==> config.mk <==
export PLATFORM = sky130hd
export DESIGN_NAME = inst_fetch
export DESIGN_NICKNAME = d
export VERILOG_FILES = /design/src/rtl/inst_fetch_pkg.sv /design/src/rtl/if_id.sv /design/src/rtl/inst_fetch.sv
export SDC_FILE = /design/constraint.sdc
export NUM_CORES = 1
export LEC_CHECK = 0
export CAP_MARGIN = 0
export CORE_UTILIZATION = 47
export DETAILED_ROUTE_END_ITERATION = 8
export GPL_TIMING_DRIVEN = 0
export HOLD_SLACK_MARGIN = 0.1
export PLACE_DENSITY_LB_ADDON = 0.3
export SLEW_MARGIN = 15
export SYNTH_ARGS = -nofsm -noshare
export SYNTH_HDL_FRONTEND = slang
export SYNTH_HIERARCHICAL = 1
export SYNTH_SLANG_ARGS = --single-unit
==> constraint.sdc <==
create_clock -name clk -period 3.1 [get_ports clk]
set_input_delay 0.465 -clock clk [delete_from_list [all_inputs] [get_ports clk]]
set_output_delay 0.465 -clock clk [all_outputs]
set_load 0.02 [all_outputs]
==> src/rtl/inst_fetch_pkg.sv <==
// Shared fetch-stage types and encodings.
// Imported by inst_fetch and if_id.
package inst_fetch_pkg;

  localparam int InstAddrBus = 32;
  localparam int InstBus     = 32;
  localparam int StallBus    = 6;

  localparam logic Stop        = 1'b1;
  localparam logic NoStop      = 1'b0;
  localparam logic ChipEnable  = 1'b1;
  localparam logic ReadDisable = 1'b0;

  localparam logic [InstBus-1:0] ZeroWord = '0;

  typedef enum logic {
    IDLE = 1'b0,
    RUN  = 1'b1
  } fetch_state_t;

  typedef struct packed {
    logic [InstAddrBus-1:0] pc;
    logic [InstBus-1:0]     inst;
    logic                   adel;
  } if_id_t;

  localparam if_id_t Bubble = '{pc: '0, inst: '0, adel: 1'b0};

  function automatic logic misaligned(
    input logic [InstAddrBus-1:0] a
  );
    return a[1:0] != 2'b00;
  endfunction

endpackage

==> src/rtl/if_id.sv <==
// IF/ID pipeline register with bubble insertion
// and accepted-instruction counter.
module if_id
  import inst_fetch_pkg::*;
(
  input  logic                   clk,
  input  logic                   rst,
  input  logic [2:1]             stall,
  input  logic                   flush,
  input  logic                   rom_ce,
  input  logic [InstAddrBus-1:0] pc,
  input  logic [InstBus-1:0]     inst,
  output logic [InstAddrBus-1:0] id_pc_o,
  output logic [InstBus-1:0]     id_inst_o,
  output logic                   id_adel_o,
  output logic [31:0]            fetch_count_o
);

  if_id_t q;
  if_id_t fetched;

  always_comb begin
    fetched.pc   = pc;
    fetched.adel = misaligned(pc);
    fetched.inst = fetched.adel ? ZeroWord : inst;
  end

  always_ff @(posedge clk) begin
    if (rst) begin
      q             <= Bubble;
      fetch_count_o <= '0;
    end else if (flush || rom_ce == ReadDisable) begin
      q <= Bubble;
    end else if (stall[1] == NoStop) begin
      q             <= fetched;
      fetch_count_o <= fetch_count_o + 32'd1;
    end else if (stall[2] == NoStop) begin
      // IF stalled but ID moving: feed ID a bubble
      q <= Bubble;
    end
  end

  assign id_pc_o   = q.pc;
  assign id_inst_o = q.inst;
  assign id_adel_o = q.adel;

endmodule

==> src/rtl/inst_fetch.sv <==
// Instruction fetch stage: PC sequencing, deferred
// branches under stall, and the IF/ID register.
module inst_fetch
  import inst_fetch_pkg::*;
#(
  parameter logic [31:0] RESET_PC = 32'h0000_0000
) (
  input  logic                   clk,
  input  logic                   rst,
  input  logic [StallBus-1:0]    stall,
  input  logic                   flush,
  input  logic [InstAddrBus-1:0] new_pc,
  input  logic                   branch_flag_i,
  input  logic [InstAddrBus-1:0] branch_target_address_i,
  input  logic [InstBus-1:0]     inst_i,
  output logic                   rom_ce_o,
  output logic [InstAddrBus-1:0] pc_o,
  output logic [InstAddrBus-1:0] id_pc_o,
  output logic [InstBus-1:0]     id_inst_o,
  output logic                   id_adel_o,
  output logic [31:0]            fetch_count_o
);

  fetch_state_t           state;
  logic                   pend_vld;
  logic [InstAddrBus-1:0] pend_tgt;
  logic [InstAddrBus-1:0] pc_next;
  logic                   unused_stall;

  assign unused_stall = ^stall[StallBus-1:3];

  always_comb begin
    pc_next = pc_o + 32'd4;
    if (flush)
      pc_next = new_pc;
    else if (stall[0] == Stop)
      pc_next = pc_o;
    else if (pend_vld)
      pc_next = pend_tgt;
    else if (branch_flag_i)
      pc_next = branch_target_address_i;
  end

  always_ff @(posedge clk) begin
    if (rst) begin
      state    <= IDLE;
      rom_ce_o <= ReadDisable;
      pc_o     <= RESET_PC;
      pend_vld <= 1'b0;
      pend_tgt <= '0;
    end else begin
      unique case (state)
        IDLE: begin
          state    <= RUN;
          rom_ce_o <= ChipEnable;
        end
        RUN: begin
          pc_o <= pc_next;
          // branch seen while PC held is replayed on release
          if (flush) begin
            pend_vld <= 1'b0;
          end else if (stall[0] == Stop) begin
            if (branch_flag_i) begin
              pend_vld <= 1'b1;
              pend_tgt <= branch_target_address_i;
            end
          end else begin
            pend_vld <= 1'b0;
          end
        end
        default: state <= IDLE;
      endcase
    end
  end

  if_id u_if_id (
    .clk           (clk),
    .rst           (rst),
    .stall         (stall[2:1]),
    .flush         (flush),
    .rom_ce        (rom_ce_o),
    .pc            (pc_o),
    .inst          (inst_i),
    .id_pc_o       (id_pc_o),
    .id_inst_o     (id_inst_o),
    .id_adel_o     (id_adel_o),
    .fetch_count_o (fetch_count_o)
  );

endmodule
==> impl_metrics.env <==
export IMPL_outcome="completed"
export IMPL_synthFlopType="dfxtp_1"
export IMPL_cap_violations=0
export IMPL_htreeDepth=4
export IMPL_finalHoldViolCount=0
export IMPL_cts_root_buf="clkbuf_16"
export IMPL_syn_to_final_growth_pct=40.4
export IMPL_drtIter0Drc=814
export IMPL_cts_tree="done"
export IMPL_drv_slew=0
export IMPL_dpl_cell_count=1419
export IMPL_gr_usage_all_layers_pct=29.1
export IMPL_fin_cells=1451
export IMPL_fin_crit_sh_pct=87.2
export IMPL_cts_buffers=17
export IMPL_regArea_mm2=0.00328
export IMPL_cts_path_max_buffers=2
export IMPL_first_pass_iters=5
export IMPL_io_pins=236
export IMPL_required_ns=3.41
export IMPL_final_setup_worst_slack_ns=0.397
export IMPL_synthCells=972
export IMPL_synth_top_area_share_pct=42.2
export IMPL_vdd_drop_max_uv=426
export IMPL_antenna_left=0
export IMPL_multiInputGateArea_mm2=0.00410
export IMPL_finalPower_mw=4.93
export IMPL_slew_headroom_pct=54.3
export IMPL_post_route_min_period_ns=2.70
export IMPL_netlist_area_mm2=0.00778
export IMPL_rsz0062_at_grt="no"
export IMPL_cts_resized=0
export IMPL_layout_common_cells="clkdlybuf4s50_1 (231), dfxtp_1 (164), nand2_1 (125)"
export IMPL_place_hpwl_um=18800
export IMPL_grt_pass1_wl_um=38100
export IMPL_synth_area_leaders="dfxtp_1 (42%), a21oi_1 (7.5%), nand2_1 (6.0%)"
export IMPL_leakagePower_nw=3.73
export IMPL_end_kind="flip-flop"
export IMPL_coreArea_mm2=0.0160
export IMPL_drc=0
export IMPL_die_area_mm2=0.0171
export IMPL_syn_avg_cell_area_um2=8.00
export IMPL_skew_ns=0.0127
export IMPL_cts_hold_buf=0
export IMPL_grt_pass1_vias=7335
export IMPL_worst_pin_slew_ns=0.684
export IMPL_rows=46
export IMPL_setup_violations=0
export IMPL_globalplace_congestion=0.910
export IMPL_fmax_ghz=0.370
export IMPL_grt_overflow=0
export IMPL_die_height_um=131
export IMPL_final_common_cell="clkdlybuf4s50_1"
export IMPL_hold_class="input port to flip-flop"
export IMPL_via_per_inst=5.71
export IMPL_clock_sinks=164
export IMPL_vias=8284
export IMPL_ys_ff_latch=164
export IMPL_power_density_mw_per_mm2=451
export IMPL_cp_start_kind="input port"
export IMPL_post_dp_cell_area_mm2=0.0104
export IMPL_die_w_um=131
export IMPL_synth_sequential_area_ratio_pct=42.2
export IMPL_critical_path_arrival_ns=3.02
export IMPL_drive_above_1_share_pct=5.35
export IMPL_clock_latency_ns=0.44
export IMPL_io_buffer_count=231
export IMPL_cp_max_fo=10
export IMPL_detail_route_wl_per_cell_um=17.5
export IMPL_synth_fp_nets=1080
export IMPL_antenna_found_initial=0
export IMPL_final_cell_area_mm2=0.0109
export IMPL_synthArstFlopShare_pct=0
export IMPL_routed_wl_um=25500
export IMPL_yosysWarnings=6
export IMPL_start_util_pct=48.6
export IMPL_hold_ws_ns=0.427
export IMPL_synth_edf_count=0
export IMPL_post_cts_buffers=0
export IMPL_critPathKind="input port to flip-flop"
export IMPL_clk_pin_slew_ns=0.06
export IMPL_final_nets=1330
export IMPL_fillerInstances=1368
export IMPL_synthDistinctLibCells=71
export IMPL_grt_max_degree=17
export IMPL_synth_top_area_cell="dfxtp_1"
export IMPL_place_ws_ns=-0.0273
[cell usage after synthesis, drive strengths merged (4+ instances only)]
cell type / count
nor4: 12
mux2i: 6
buf: 19
a22o: 6
nand3: 32
o221ai: 8
nand4: 16
and4: 7
o311ai: 5
xor2: 8
a31oi: 4
and2: 6
inv: 21
nand2b: 7
mux2: 6
or3: 7
o21ai: 39
a32o: 4
o22ai: 8
nand2: 125
a22oi: 36
nor2: 109
a21o: 4
nor3: 12
xnor2: 11
clkbuf: 52
a21oi: 117
a221oi: 4
o31ai: 18
and3: 9
nor2b: 40
dfxtp: 164
or4: 15
[sequential cells by signal, summed over array words and instances (netlist names)]
name and flops:
pc_o 32, pend_tgt 32, pend_vld 1, rom_ce_o 1, state 1, u_if_id/fetch_count_o 32
u_if_id/id_adel_o 1, u_if_id/id_inst_o 32, u_if_id/id_pc_o 32
[worst max-delay path: stages]
cell	delay, ns
clkdlybuf4s50_1	0.48
or3b_1	0.39
buf_6	0.14
or4_1	0.53
buf_2	0.19
buf_6	0.15
nor4_1	0.31
mux2_1	0.35
[layer usage]
| layer | up-vias | track usage, % | part of all wire (%) | wire [um] |
|---|---|---|---|---|
| met5 | - | 0 | 0 | 0 |
| met4 | 0 | 14.9 | 3.4 | 860 |
| met3 | 66 | 5.99 | 9.1 | 2310 |
| met2 | 448 | 47.3 | 47 | 11900 |
| met1 | 3782 | 36.4 | 41 | 10400 |
| li1 | 3988 | - | - | - |
[metrics by stage]
step | util (%) | TNS (ns)
6_report | 68.2 | 0
5_1_grt | 68.2 | 0
4_1_cts | 68.2 | 0
3_5_place_dp | 64.7 | -0.0410
3_3_place_gp | 64.7 | 0
2_1_floorplan | - | 0
[final timing paths]
check               start                         to  slack (ns)  cells after the start
max                 flush  u_if_id/fetch_count_o[28]        0.40                      8
min              stall[1]        u_if_id/id_pc_o[31]        0.43                      4
max reg2reg      rom_ce_o  u_if_id/fetch_count_o[28]        0.50                      7
min reg2reg  pend_tgt[16]               pend_tgt[16]        0.45                      2
[area by class of cell]
class	count	share of cell area (%)
multi-input cells	716	37.5
flip-flops and latches	164	30.1
repair buffers	231	21.2
clock buffers	23	4.38
plain buffers	71	2.91
well taps	216	2.48
inverters	21	0.722
clock inverters	8	0.711
diodes	1	0.0229
[logic make-up (layout without fill, tap and decap cells)]
group           count (synthesis)  after routing  synth area share (%)
flops                         164            164                  42.2
mux                            12             12                  1.64
xor+xnor                       19             19                  2.14
buf+inv                        92            354                  5.10
fa+ha+maj                       2              2                 0.322
simple gates                  407            407                  26.2
other cells                     0              1                     0
compound gates                276            276                  22.4
[power breakdown]
group | internal [mW] | leakage [nW] | total, mW | switching (mW)
clock network | 1.16 | 0.257 | 2.03 | 0.864
registers | 2.16 | 1.33 | 2.24 | 0.0798
logic | 0.314 | 2.15 | 0.664 | 0.350
total | 3.63 | 3.73 | 4.93 | 1.29
Note: power is estimated with default switching activity, not from simulation.
